--- src/rtl/ctrl_pkg.sv ---
// Shared definitions for the multicycle control FSM: opcodes, state and select
// encodings, and the opcode-to-class decoder.
package ctrl_pkg;

   localparam logic [6:0] OP_R      = 7'b0110011;
   localparam logic [6:0] OP_I      = 7'b0010011;
   localparam logic [6:0] OP_LOAD   = 7'b0000011;
   localparam logic [6:0] OP_STORE  = 7'b0100011;
   localparam logic [6:0] OP_BRANCH = 7'b1100011;
   localparam logic [6:0] OP_JAL    = 7'b1101111;
   localparam logic [6:0] OP_JALR   = 7'b1100111;
   localparam logic [6:0] OP_LUI    = 7'b0110111;
   localparam logic [6:0] OP_AUIPC  = 7'b0010111;

   typedef enum logic [2:0] {
      ST_FETCH   = 3'd0,
      ST_DECODE  = 3'd1,
      ST_EXECUTE = 3'd2,
      ST_MEM     = 3'd3,
      ST_WB      = 3'd4,
      ST_TRAP    = 3'd5
   } state_t;

   typedef enum logic [3:0] {
      CLS_R, CLS_I, CLS_LOAD, CLS_STORE, CLS_BRANCH,
      CLS_JAL, CLS_JALR, CLS_LUI, CLS_AUIPC, CLS_ILLEGAL
   } op_class_t;

   typedef enum logic [1:0] {PC_PLUS4 = 2'd0, PC_IMM = 2'd1, PC_REG = 2'd2} pc_src_t;
   typedef enum logic [1:0] {WB_ALU = 2'd0, WB_LOAD = 2'd1, WB_PC4 = 2'd2, WB_IMM = 2'd3} wb_sel_t;
   typedef enum logic [1:0] {CAUSE_NONE = 2'd0, CAUSE_ILLEGAL = 2'd1, CAUSE_BUS_TIMEOUT = 2'd2} trap_cause_t;

   function automatic op_class_t classify(input logic [6:0] op);
      case (op)
         OP_R:      return CLS_R;
         OP_I:      return CLS_I;
         OP_LOAD:   return CLS_LOAD;
         OP_STORE:  return CLS_STORE;
         OP_BRANCH: return CLS_BRANCH;
         OP_JAL:    return CLS_JAL;
         OP_JALR:   return CLS_JALR;
         OP_LUI:    return CLS_LUI;
         OP_AUIPC:  return CLS_AUIPC;
         default:   return CLS_ILLEGAL;
      endcase
   endfunction

endpackage

--- src/rtl/handshake_timer.sv ---
// Counts stalled handshake cycles; timeout fires on the stalled cycle that
// would make the count reach TIMEOUT_CYCLES.
module handshake_timer
   import ctrl_pkg::*;
#(
   parameter int TIMEOUT_CYCLES = 16
) (
   input  logic clk,
   input  logic rst_n,
   input  logic clear,
   input  logic wait_en,
   output logic timeout
);

   localparam int CW = $clog2(TIMEOUT_CYCLES + 1);
   localparam logic [CW-1:0] CNT_LAST = CW'(TIMEOUT_CYCLES - 1);

   logic [CW-1:0] cnt_q;

   always_ff @(posedge clk or negedge rst_n) begin
      if (!rst_n)       cnt_q <= '0;
      else if (clear)   cnt_q <= '0;
      else if (wait_en) cnt_q <= cnt_q + 1'b1;
   end

   assign timeout = wait_en && (cnt_q == CNT_LAST);

endmodule

--- src/rtl/multicycle_control_fsm.sv ---
// Multicycle RV32 control sequencer with handshake timeout and sticky trap.
//   state   | meaning
//   FETCH   | imem_req until imem_ready, load IR
//   DECODE  | classify opcode, latch funct3
//   EXECUTE | ALU operand select, resolve branches
//   MEM     | dmem_req until dmem_ready
//   WB      | register write, PC update, retire
//   TRAP    | everything idle until reset
module multicycle_control_fsm
   import ctrl_pkg::*;
#(
   parameter int TIMEOUT_CYCLES = 16
) (
   input  logic       clk,
   input  logic       rst_n,
   input  logic [6:0] opcode,
   input  logic [2:0] funct3,
   input  logic       branch_taken,
   output logic       imem_req,
   input  logic       imem_ready,
   output logic       dmem_req,
   output logic       dmem_we,
   input  logic       dmem_ready,
   output logic       ir_we,
   output logic       pc_we,
   output logic       rf_we,
   output logic [1:0] pc_src,
   output logic [1:0] wb_sel,
   output logic       alu_a_sel,
   output logic       alu_b_sel,
   output logic [2:0] br_funct3,
   output logic       retire,
   output logic       trap,
   output logic [1:0] trap_cause,
   output logic [2:0] state_o
);

   state_t      state_q, state_d;
   op_class_t   cls_q, cls_d, cls_dec;
   trap_cause_t cause_q, cause_d;
   logic [2:0]  f3_q, f3_d;
   logic        wait_en, timeout, clear;

   assign wait_en = rst_n && (((state_q == ST_FETCH) && !imem_ready) ||
                              ((state_q == ST_MEM) && !dmem_ready));
   assign clear   = (state_d != state_q);
   assign cls_dec = classify(opcode);

   handshake_timer #(.TIMEOUT_CYCLES(TIMEOUT_CYCLES)) u_timer (
      .clk     (clk),
      .rst_n   (rst_n),
      .clear   (clear),
      .wait_en (wait_en),
      .timeout (timeout)
   );

   always_ff @(posedge clk or negedge rst_n) begin
      if (!rst_n) begin
         state_q <= ST_FETCH;
         cls_q   <= CLS_R;
         cause_q <= CAUSE_NONE;
         f3_q    <= 3'd0;
      end else begin
         state_q <= state_d;
         cls_q   <= cls_d;
         cause_q <= cause_d;
         f3_q    <= f3_d;
      end
   end

   // Outputs are gated by rst_n so reset silences them in the same cycle.
   always_comb begin
      state_d   = state_q;
      cls_d     = cls_q;
      cause_d   = cause_q;
      f3_d      = f3_q;
      imem_req  = 1'b0;
      dmem_req  = 1'b0;
      dmem_we   = 1'b0;
      ir_we     = 1'b0;
      pc_we     = 1'b0;
      rf_we     = 1'b0;
      pc_src    = PC_PLUS4;
      wb_sel    = WB_ALU;
      alu_a_sel = 1'b0;
      alu_b_sel = 1'b0;
      retire    = 1'b0;
      if (rst_n) begin
         case (state_q)
            ST_FETCH: begin
               imem_req = 1'b1;
               if (imem_ready) begin
                  ir_we   = 1'b1;
                  state_d = ST_DECODE;
               end else if (timeout) begin
                  state_d = ST_TRAP;
                  cause_d = CAUSE_BUS_TIMEOUT;
               end
            end
            ST_DECODE: begin
               cls_d = cls_dec;
               f3_d  = funct3;
               if (cls_dec == CLS_ILLEGAL) begin
                  state_d = ST_TRAP;
                  cause_d = CAUSE_ILLEGAL;
               end else begin
                  state_d = ST_EXECUTE;
               end
            end
            ST_EXECUTE: begin
               case (cls_q)
                  CLS_I, CLS_LOAD, CLS_STORE, CLS_JALR: alu_b_sel = 1'b1;
                  CLS_AUIPC: begin
                     alu_a_sel = 1'b1;
                     alu_b_sel = 1'b1;
                  end
                  default: ;
               endcase
               case (cls_q)
                  CLS_BRANCH: begin
                     pc_we   = 1'b1;
                     pc_src  = branch_taken ? PC_IMM : PC_PLUS4;
                     retire  = 1'b1;
                     state_d = ST_FETCH;
                  end
                  CLS_LOAD, CLS_STORE: state_d = ST_MEM;
                  default:             state_d = ST_WB;
               endcase
            end
            ST_MEM: begin
               dmem_req = 1'b1;
               dmem_we  = (cls_q == CLS_STORE);
               if (dmem_ready) begin
                  if (cls_q == CLS_STORE) begin
                     pc_we   = 1'b1;
                     retire  = 1'b1;
                     state_d = ST_FETCH;
                  end else begin
                     state_d = ST_WB;
                  end
               end else if (timeout) begin
                  state_d = ST_TRAP;
                  cause_d = CAUSE_BUS_TIMEOUT;
               end
            end
            ST_WB: begin
               rf_we   = 1'b1;
               pc_we   = 1'b1;
               retire  = 1'b1;
               state_d = ST_FETCH;
               case (cls_q)
                  CLS_LOAD:          wb_sel = WB_LOAD;
                  CLS_JAL, CLS_JALR: wb_sel = WB_PC4;
                  CLS_LUI:           wb_sel = WB_IMM;
                  default:           wb_sel = WB_ALU;
               endcase
               case (cls_q)
                  CLS_JAL:  pc_src = PC_IMM;
                  CLS_JALR: pc_src = PC_REG;
                  default:  pc_src = PC_PLUS4;
               endcase
            end
            default: state_d = ST_TRAP;
         endcase
      end
   end

   assign trap       = rst_n && (state_q == ST_TRAP);
   assign trap_cause = cause_q;
   assign br_funct3  = f3_q;
   assign state_o    = state_q;

endmodule

--- config.mk ---
export PLATFORM = sky130hd
export DESIGN_NAME = multicycle_control_fsm
export DESIGN_NICKNAME = d
export VERILOG_FILES = /design/src/rtl/ctrl_pkg.sv /design/src/rtl/handshake_timer.sv /design/src/rtl/multicycle_control_fsm.sv
export SDC_FILE = /design/constraint.sdc
export NUM_CORES = 1
export LEC_CHECK = 0
export ABC_AREA = 0
export CORE_UTILIZATION = 47
export DETAILED_ROUTE_END_ITERATION = 8
export HOLD_SLACK_MARGIN = 0.06
export PLACE_DENSITY = 0.86
export SLEW_MARGIN = 10
export SYNTH_ARGS = -nofsm -noshare
export SYNTH_HDL_FRONTEND = slang
export SYNTH_SLANG_ARGS = --single-unit
--- constraint.sdc ---
create_clock -name clk -period 3.15 [get_ports clk]
set_input_delay 0.4725 -clock clk [delete_from_list [all_inputs] [get_ports clk]]
set_output_delay 0.4725 -clock clk [all_outputs]
set_load 0.01 [all_outputs]
Yosys cells after proc, flatten, opt, wreduce, memory -nomap -nowiden
Index checks and enable logic that the tools add are counted.
{"block": "word_totals", "regBits": 17, "latchBits": 0, "mem_bits_rw": 0, "romBits": 0, "input_bits": 15, "out_inout_bits": 22, "n_memories": 0}
{"block": "classes", "n_addsub": 1, "multipliers": 0, "div": 0, "n_lt_le_gt_ge": 0, "eq_ne": 28, "shift": 0, "n_mux": 46, "bitwise_logic": 0, "reduce_logical": 16}
{"operator": "one-hot mux 4 bit (9 select lines)", "n": 1}
{"operator": "2-to-1 mux 1 bit", "n": 23}
{"operator": "equality test 7 x 6 -> 1 bit (second input constant)", "n": 3}
{"operator": "equality test 7 bit (second input constant)", "n": 3}
{"operator": "2-to-1 mux 3 bit", "n": 6}
{"operator": "equality test 4 x 3 -> 1 bit (second input constant)", "n": 4}
{"operator": "one-hot mux 3 bit (5 select lines)", "n": 1}
{"operator": "equality test 7 x 5 -> 1 bit (second input constant)", "n": 2}
{"operator": "2-to-1 mux 2 bit", "n": 7}
{"operator": "one-hot mux 2 bit (3 select lines)", "n": 2}
{"operator": "2-to-1 mux 5 bit", "n": 2}
{"operator": "equality test 4 x 2 -> 1 bit (second input constant)", "n": 2}
{"operator": "equality test 4 bit (second input constant)", "n": 2}
{"operator": "one-hot mux 2 bit (2 select lines)", "n": 2}
{"operator": "equality test 7 x 2 -> 1 bit (second input constant)", "n": 1}
{"operator": "equality test 3 x 2 -> 1 bit (second input constant)", "n": 2}
{"operator": "equality test 3 bit (second input constant)", "n": 2}
{"operator": "inequality test 2 bit (second input constant)", "n": 3}
{"operator": "one-hot mux 3 bit (2 select lines)", "n": 1}
{"operator": "adder 5 x 1 -> 5 bit (second input constant)", "n": 1}
{"operator": "equality test 5 x 4 -> 1 bit (second input constant)", "n": 1}
{"operator": "logical AND 1 bit", "n": 5}
{"operator": "AND reduction 5 bit", "n": 1}
{"operator": "OR reduction 5 bit", "n": 1}
{"operator": "11 further kinds", "n": 13}

Depth between registers and ports, before layout
Gate-level depths: netlist (run 1).
{"block": "depth", "ltp_word": 11, "ltp_mapped": 8}

Hierarchy
From an unflattened synthesis (run 1), not the netlist that was laid out.
{"block": "hier_totals", "hier_cells": 173, "area_unflattened_um2": 1378.8}
{"mod": "multicycle_control_fsm", "n_inst": 1, "cells_per_inst": 149, "area_per_inst_um2": 1093.5, "seq_area_each_um2": 300.3}
{"mod": "handshake_timer", "n_inst": 1, "cells_per_inst": 24, "area_per_inst_um2": 285.3, "seq_area_each_um2": 125.1}

Least setup slack after synthesis (run 1)
OpenSTA, ideal clock, no wires.
{"block": "synth_path", "path_type": "register -> output", "start": "reg state_q[2], in the netlist state_o[2]", "end": "out wb_sel[0]", "t_arrival_ns": 1.362, "required_ns": 2.677, "setup_slack_ns": 1.316, "stages_incl_launch_ff": 8, "n_path_buf": 1, "cell_sequence": "dfrtp_1 -> buf_2 -> inv_1 -> nor2_1 -> nand2_1 -> inv_1 -> nand2_1 -> nor3_1"}
{"block": "synth_between", "elab_chain_cells": 3}
{"item": "from (decl)", "line_no": "multicycle_control_fsm.sv:38", "rtl": "state_t state_q, state_d;"}
{"item": "from (signal assigned)", "line_no": "multicycle_control_fsm.sv:64", "rtl": "state_q <= state_d;"}
{"item": "equality test 3 bit", "line_no": "multicycle_control_fsm.sv:89", "rtl": "case (state_q)"}
{"item": "2-to-1 mux 2 bit", "line_no": "multicycle_control_fsm.sv:89"}
{"item": "2-to-1 mux 2 bit", "line_no": "multicycle_control_fsm.sv:88", "rtl": "if (rst_n) begin"}
{"item": "to (decl)", "line_no": "multicycle_control_fsm.sv:28", "rtl": "output logic [1:0] wb_sel,"}
Every way passes these cells.

Worst setup path in the final report (run 1)
{"block": "layout_path", "start": "reg state_q[1], in the netlist state_o[1]", "end": "out pc_src[0]"}
{"block": "layout_between", "elab_chain_cells": 3, "word_cells_on_any_way": 4, "cone_classes": "eq/ne (2); mux (2)"}
{"item": "equality test 3 bit or equality test 3 x 2 -> 1 bit (tied branches)", "line_no": "multicycle_control_fsm.sv:89"}
{"item": "one-hot mux 2 bit (2 select lines) (*)", "line_no": "multicycle_control_fsm.sv:89"}
{"item": "2-to-1 mux 2 bit (*)", "line_no": "multicycle_control_fsm.sv:88"}
{"item": "to (decl)", "line_no": "multicycle_control_fsm.sv:27", "rtl": "output logic [1:0] pc_src,"}
Every way passes the cells marked *; elsewhere a longest branch is shown, timed or not.

==> flow_metrics.tcl, run 1 <==
set metrics [dict create \
    status "complete, no violations" \
    wl_met1_microns 1476 \
    dpl_worst_slack_ns 0.3821 \
    overflow 0 \
    start_kind "flip-flop" \
    tns_ns 0 \
    max-cap-violations 0 \
    yosys_warnings 0 \
    first_pass_iters 4 \
    wl_met3_microns 125 \
    area_delta_synth_final_pct 30.64 \
    postRouteAntennaNets 0 \
    critPathRequiredTime_ns 2.68 \
    yosys_most_used_dff "dfrtp_1" \
    top_layer_used "met4" \
    total_power_uw 903.3 \
    ys_seq_area_share_pct 33.93 \
    cts-htree-levels 1 \
    synthCells 162 \
    synth_edf_count 0 \
    final_layout_size_suffix_gt1_share_pct 5.155 \
    grt_pass1_vias 1131 \
    tightestPinTransition_ns 0.5381 \
    power_density_nw_per_um2 551.5 \
    postCtsResizedCells 0 \
    hp-class "reg -> reg" \
    cts_tree "done" \
    gp_congestion 0.7932 \
    final_common_cell "clkdlybuf4s50_1" \
    power_leakage_nw 0.6637 \
    fin_crit_ns 2.835 \
    initial_core_util_pct 50.15 \
    pin_count 37 \
    die_w_microns 53.65 \
    yosys-top-cells-area "dfrtp_1 (34%), nand2_1 (8.7%), nor2_1 (5.1%), o21ai_0 (4.4%), nor2b_1 (3.5%)" \
    area.sequential_sq_um 425.4 \
    postSynth.asyncResetShare_pct 100.0 \
    cts_hold_buf 0 \
    cts.clk_slew.worst_paths_ns 0.09 \
    grt_pass1_wl_microns 4954 \
    fp.dieArea_sq_um 2878 \
    synth.distinct_cells 42 \
    synth_top_area_share_pct 33.93 \
    wl_met2_microns 1488 \
    cts_setup_buffers 0 \
    end_kind "primary output" \
    fp.dieH_microns 53.65 \
    dp_hpwl_microns 2273 \
    crit_arrival_ns 2.36 \
    critPathKind "reg -> out" \
    synth_mux_area_share_pct 1.597 \
    synth-adder-area-share_pct 1.996 \
    slew_violations 0 \
    cts_root_buffer "clkbuf_4" \
    clock-sinks 17 \
    synth_top_family_by_area "simple AND/OR/NAND/NOR gates" \
    clock.fmax_mhz 352.7 \
    syn_nets 179 \
    ys_ff_latch 17 \
    hold_viol 0 \
    first_iter_violations 34 \
    min_period_over_period_pct 90.01 \
    fillers 226 \
    setup_viol 0 \
    synth-simple-area-share_pct 37.43 \
    num_antenna_cells 0 \
    antenna_found_initial 0 \
    multi_input_area_sq_um 758.2 \
    crit_fanout 17 \
    syn_avg_cell_area_sq_um 7.739 \
    rows 18 \
    port-buffer-count 36 \
    synth_compound_area_share_pct 15.97 \
    rsz0062_at_grt "false" \
    via_count 1280 \
    cts_buffer_depth 2 \
    fin_nets 212 \
    netlist_area_sq_um 1254 \
    setup_ws_ns 0.3146 \
    yosysTopAreaCell "dfrtp_1" \
    numCtsBuffers 3 \
    clock_skew_ns 0.004501 \
    relSlewSlack_pct 64.13 \
    wirelength_microns 3129 \
    routedWlPerCell_microns 13.97 \
    layout_common_cells "clkdlybuf4s50_1 (36), nand2_1 (29), nor2_1 (17), dfrtp_1 (17), o21ai_0 (11)" \
    grt.total_usage_pct 24.00 \
    coreArea_sq_um 2500 \
    drc 0 \
    grt_max_degree 30 \
    synth-xor-area-share_pct 3.493 \
    clock_latency_ns 0.28 \
    post_drt_via_cell_ratio 5.714 \
    vdd_drop_max_mv 0.3798 \
]
## worst paths after layout
kind / startpoint / to / slack, ns / cells past startpoint
hold / removal: br_funct3[1] / br_funct3[1] / 0.50 / 2
setup / recovery: state_o[1] / pc_src[0] / 0.31 / 6
min in group asynchronous: rst_n / state_o[2] / 0.59 / 2
max in group asynchronous: rst_n / state_o[0] / 2.32 / 2
hold reg to reg: br_funct3[1] / br_funct3[1] / 0.50 / 2
setup reg to reg: u_timer.cnt_q[0] / u_timer.cnt_q[4] / 1.19 / 8
## registers in the layout (all words and copies together) (netlist names)
signal         flops
u_timer.cnt_q      5
cls_q              4
state_o            3
trap_cause         2
br_funct3          3
## logic make-up after synthesis
| logic type | Yosys count |
|---|---|
| simple gates | 92 |
| fa+ha+maj | 2 |
| compound gates | 30 |
| flops | 17 |
| xor+xnor | 5 |
| buf+inv | 14 |
| mux | 2 |
## layout make-up
class	instances	area share (%)
multi-input cells	131	46.29
repair buffers	38	22.92
inverters	4	0.9167
clock buffers	4	1.604
well taps	30	2.292
flip-flops and latches	17	25.97
## layer usage
| layer | vias to the layer above | GRT usage (%) |
|---|---|---|
| li1 | 632 | - |
| met1 | 601 | 31.81 |
| met2 | 43 | 39.58 |
| met3 | 4 | 1.977 |
| met4 | 0 | 10.96 |
| met5 | - | 0 |
## critical path, stage by stage (launching register included)
cell and delay, ns:
dfrtp_1 0.64, nor2b_1 0.34, nand2_1 0.11, nor2_1 0.11
a21oi_1 0.06, nor4_1 0.23, clkdlybuf4s50_1 0.60
## stage by stage
stage | util (%) | area (sq um) | hold WS (ns) | instances
global route | 65.52 | 1638 | 0.5266 | 224
floorplan | - | 1254 | 0.1769 | 162
detailed placement | 64.46 | 1612 | 0.4666 | 220
finish | 65.52 | 1638 | 0.4958 | 224
global placement | 64.46 | 1612 | 0.4659 | 220
CTS | 65.52 | 1638 | 0.4980 | 224
## cell usage after synthesis (2+ instances only)
master / count
nor2_1: 17
clkbuf_1: 3
buf_2: 4
nor4_1: 4
inv_1: 4
nand4_1: 2
o41ai_1: 2
and3_1: 2
xor2_1: 4
nor3b_1: 2
a211oi_1: 2
nand3b_1: 4
nor3_1: 7
o21ai_0: 11
dfrtp_1: 17
or3_1: 2
nand2b_1: 5
mux2i_1: 2
nor2b_1: 7
a21oi_1: 6
nand2_1: 29
ha_1: 2
nand3_1: 5
## power breakdown
part           internal (mW)  switching [mW]  leakage [nW]
sequential             0.276           0.108         0.212
combinational          0.209           0.198         0.436
clock                 0.0492          0.0628        0.0150
(Power assumes the default switching activity.)
==> run 2: changes to the inputs <==
--- a/config.mk
+++ b/config.mk
@@ -5,12 +5,12 @@
 export SDC_FILE = /design/constraint.sdc
 export NUM_CORES = 1
 export LEC_CHECK = 0
-export ABC_AREA = 0
+export ABC_AREA = 1
 export CORE_UTILIZATION = 47
 export DETAILED_ROUTE_END_ITERATION = 8
 export HOLD_SLACK_MARGIN = 0.06
-export PLACE_DENSITY = 0.86
-export SLEW_MARGIN = 10
+export PLACE_DENSITY = 0.85
+export SLEW_MARGIN = 20
 export SYNTH_ARGS = -nofsm -noshare
 export SYNTH_HDL_FRONTEND = slang
 export SYNTH_SLANG_ARGS = --single-unit
==> flow_metrics.tcl, run 2 <==
set metrics [dict create \
    critPathSlowestCell "clkdlybuf4s50_1" \
    postRouteAntennaNets 0 \
    wirelength_microns 2752 \
    critPathRequiredTime_ns 2.68 \
    crit_fanout 7 \
    via_count 1347 \
    hp-class "reg -> reg" \
    hold_ws_ns 0.4912 \
    synth_top_area_share_pct 31.95 \
    synth_most_common_cell "nand2_1" \
    clock_latency_ns 0.28 \
    clock_skew_ns 0.004156 \
    area_delta_synth_final_pct 30.17 \
    grt_pass1_vias 1123 \
    synth_mux_area_share_pct 0.7519 \
    fp.dieH_microns 55.22 \
    synth_top_family_by_area "simple AND/OR/NAND/NOR gates" \
    postCtsResizedCells 0 \
    stdcell_count 267 \
    rows 18 \
    end_kind "primary output" \
    drc 0 \
    synth-adder-area-share_pct 1.880 \
    pin_count 37 \
    fin_crit_ns 2.682 \
    synth_edf_count 0 \
    start_kind "flip-flop" \
    hold_viol 0 \
    cts-htree-levels 1 \
    hold_depth 2 \
    ys_ff_latch 17 \
    first_iter_violations 44 \
    fin_nets 255 \
    routedWlPerCell_microns 10.31 \
    clock.fmax_mhz 372.9 \
    max-cap-violations 0 \
    dp_hpwl_microns 2214 \
    synth-simple-area-share_pct 40.60 \
    placed_cells 263 \
    path_cells "nor2_1 -> inv_1 -> nor2_1 -> inv_1 -> nor2_1 -> inv_1 -> o21ai_0 -> clkdlybuf4s50_1" \
    relSlewSlack_pct 55.92 \
    largest_register_ffs 5 \
    postSynth.asyncResetShare_pct 100.0 \
    grt_pass1_wl_microns 4774 \
    grt.total_usage_pct 18.73 \
    yosys_warnings 0 \
    critPathMaxStageDelay_ns 0.57 \
    reg_top3 "u_timer.cnt_q: 5 flops, cls_q: 4 flops" \
    syn_avg_cell_area_sq_um 6.623 \
    power_density_nw_per_um2 532.9 \
    power_leakage_nw 0.7667 \
    grt_max_degree 28 \
    post_drt_via_cell_ratio 5.045 \
    fp.dieArea_sq_um 3049 \
    yosys_most_used_dff "dfrtp_1" \
    cts_setup_buffers 0 \
    cts_tree "done" \
    synth_compound_area_share_pct 10.90 \
    status "complete, no violations" \
    cts.clk_slew.worst_paths_ns 0.10 \
    die_w_microns 55.22 \
    tightestPinTransition_ns 0.6587 \
    yosys-top-cells-area "dfrtp_1 (32%), nand2_1 (12%), inv_1 (8.5%), nor2_1 (7.0%), nand3_1 (5.3%)" \
    yosysTopAreaCell "dfrtp_1" \
    vdd_drop_max_mv 0.4218 \
    setup_viol 0 \
    tns_ns 0 \
    cts_hold_buf 0 \
    synth-xor-area-share_pct 1.974 \
    netlist_top_cells_count "nand2_1 (44), inv_1 (30), nor2_1 (25)" \
    rsz0062_at_grt "false" \
    reg2regPathDepth 13 \
    antenna_found_initial 0 \
    synth.distinct_cells 32 \
    initial_core_util_pct 51.85 \
    overflow 0 \
    cts_buffer_depth 2 \
    netlist_area_sq_um 1331 \
    gp_congestion 0.8672 \
    port-buffer-count 36 \
    critPathKind "reg -> out" \
    syn_nets 218 \
    final_layout_size_suffix_gt1_share_pct 11.39 \
    regMostFlops "u_timer.cnt_q" \
    first_pass_iters 4 \
    slew_violations 0 \
    crit_arrival_ns 2.21 \
    synthCells 201 \
    clock-sinks 17 \
    final_common_cell "nand2_1" \
    numCtsBuffers 3 \
    coreArea_sq_um 2567 \
    ys_seq_area_share_pct 31.95 \
    min_period_over_period_pct 85.14 \
    layout_common_cells "nand2_1 (44), clkdlybuf4s50_1 (36), inv_1 (30)" \
    num_antenna_cells 0 \
    cts_root_buffer "clkbuf_4" \
]
-- run 2: cell type report --
class / instances / area [sq um]
Inverter: 34 / 127.6
Timing Repair Buffer: 37 / 367.9
Fill cell: 238 / 834.6
Clock buffer: 3 / 22.52
Multi-Input combinational cell: 145 / 747.0
Clock inverter: 1 / 5.005
Tap cell: 30 / 37.54
Sequential cell: 17 / 425.4
-- run 2: per-stage QoR --
stage	worst slack, ns	cell area (sq um)	total power [mW]	util, %
final	0.4680	1733	0.9235	67.50
after CTS	0.4825	1733	0.9300	67.50
after global routing	0.1688	1733	1.001	67.50
after detailed placement	0.5379	1705	0.8120	66.42
after global placement	0.5723	1705	0.8080	66.42
after floorplan	1.084	1331	0.6365	-
-- run 2: layer usage --
layer  share of wire (%)  global-route usage, %  routed length (microns)  up-vias
li1                    -                      -                        -      715
met3                 5.4                  2.810                      148        2
met1                  50                  27.35                     1384      581
met4                0.84                  5.357                       23        0
met5                   0                      0                        0        -
met2                  43                  28.74                     1196       49
-- run 2: worst paths after layout --
path / startpoint / end / slack, ns
worst max-delay path: state_o[1] / pc_we / 0.47
worst min-delay path: br_funct3[0] / br_funct3[0] / 0.49
worst max register to register: u_timer.cnt_q[0] / u_timer.cnt_q[4] / 1.28
worst min register to register: br_funct3[0] / br_funct3[0] / 0.49
max in group asynchronous: rst_n / cls_q[1] / 2.36
min in group asynchronous: rst_n / state_o[0] / 0.56
-- run 2: logic make-up (layout without fill, tap and decap cells) --
kind of cell             after synthesis  in the layout
multiplexers                           1              1
AND/OR/NAND/NOR                      113            113
AO/OA/AOI/OAI                         26             26
buffers and inverters                 39             75
adder cells (fa/ha/maj)                2              2
XOR/XNOR                               3              3
flip-flops                            17             17
-- run 2: worst max-delay path, delay by kind of cell (launching register included) --
kind	cells	cell delay, ns
compound gates	1	0.11
simple gates	3	0.52
flops	1	0.47
buf+inv	4	0.82
-- run 2: report_power, final --
part | internal [mW] | switching [mW]
Clock | 0.0471 | 0.0674
Sequential | 0.276 | 0.0688
Combinational | 0.203 | 0.262
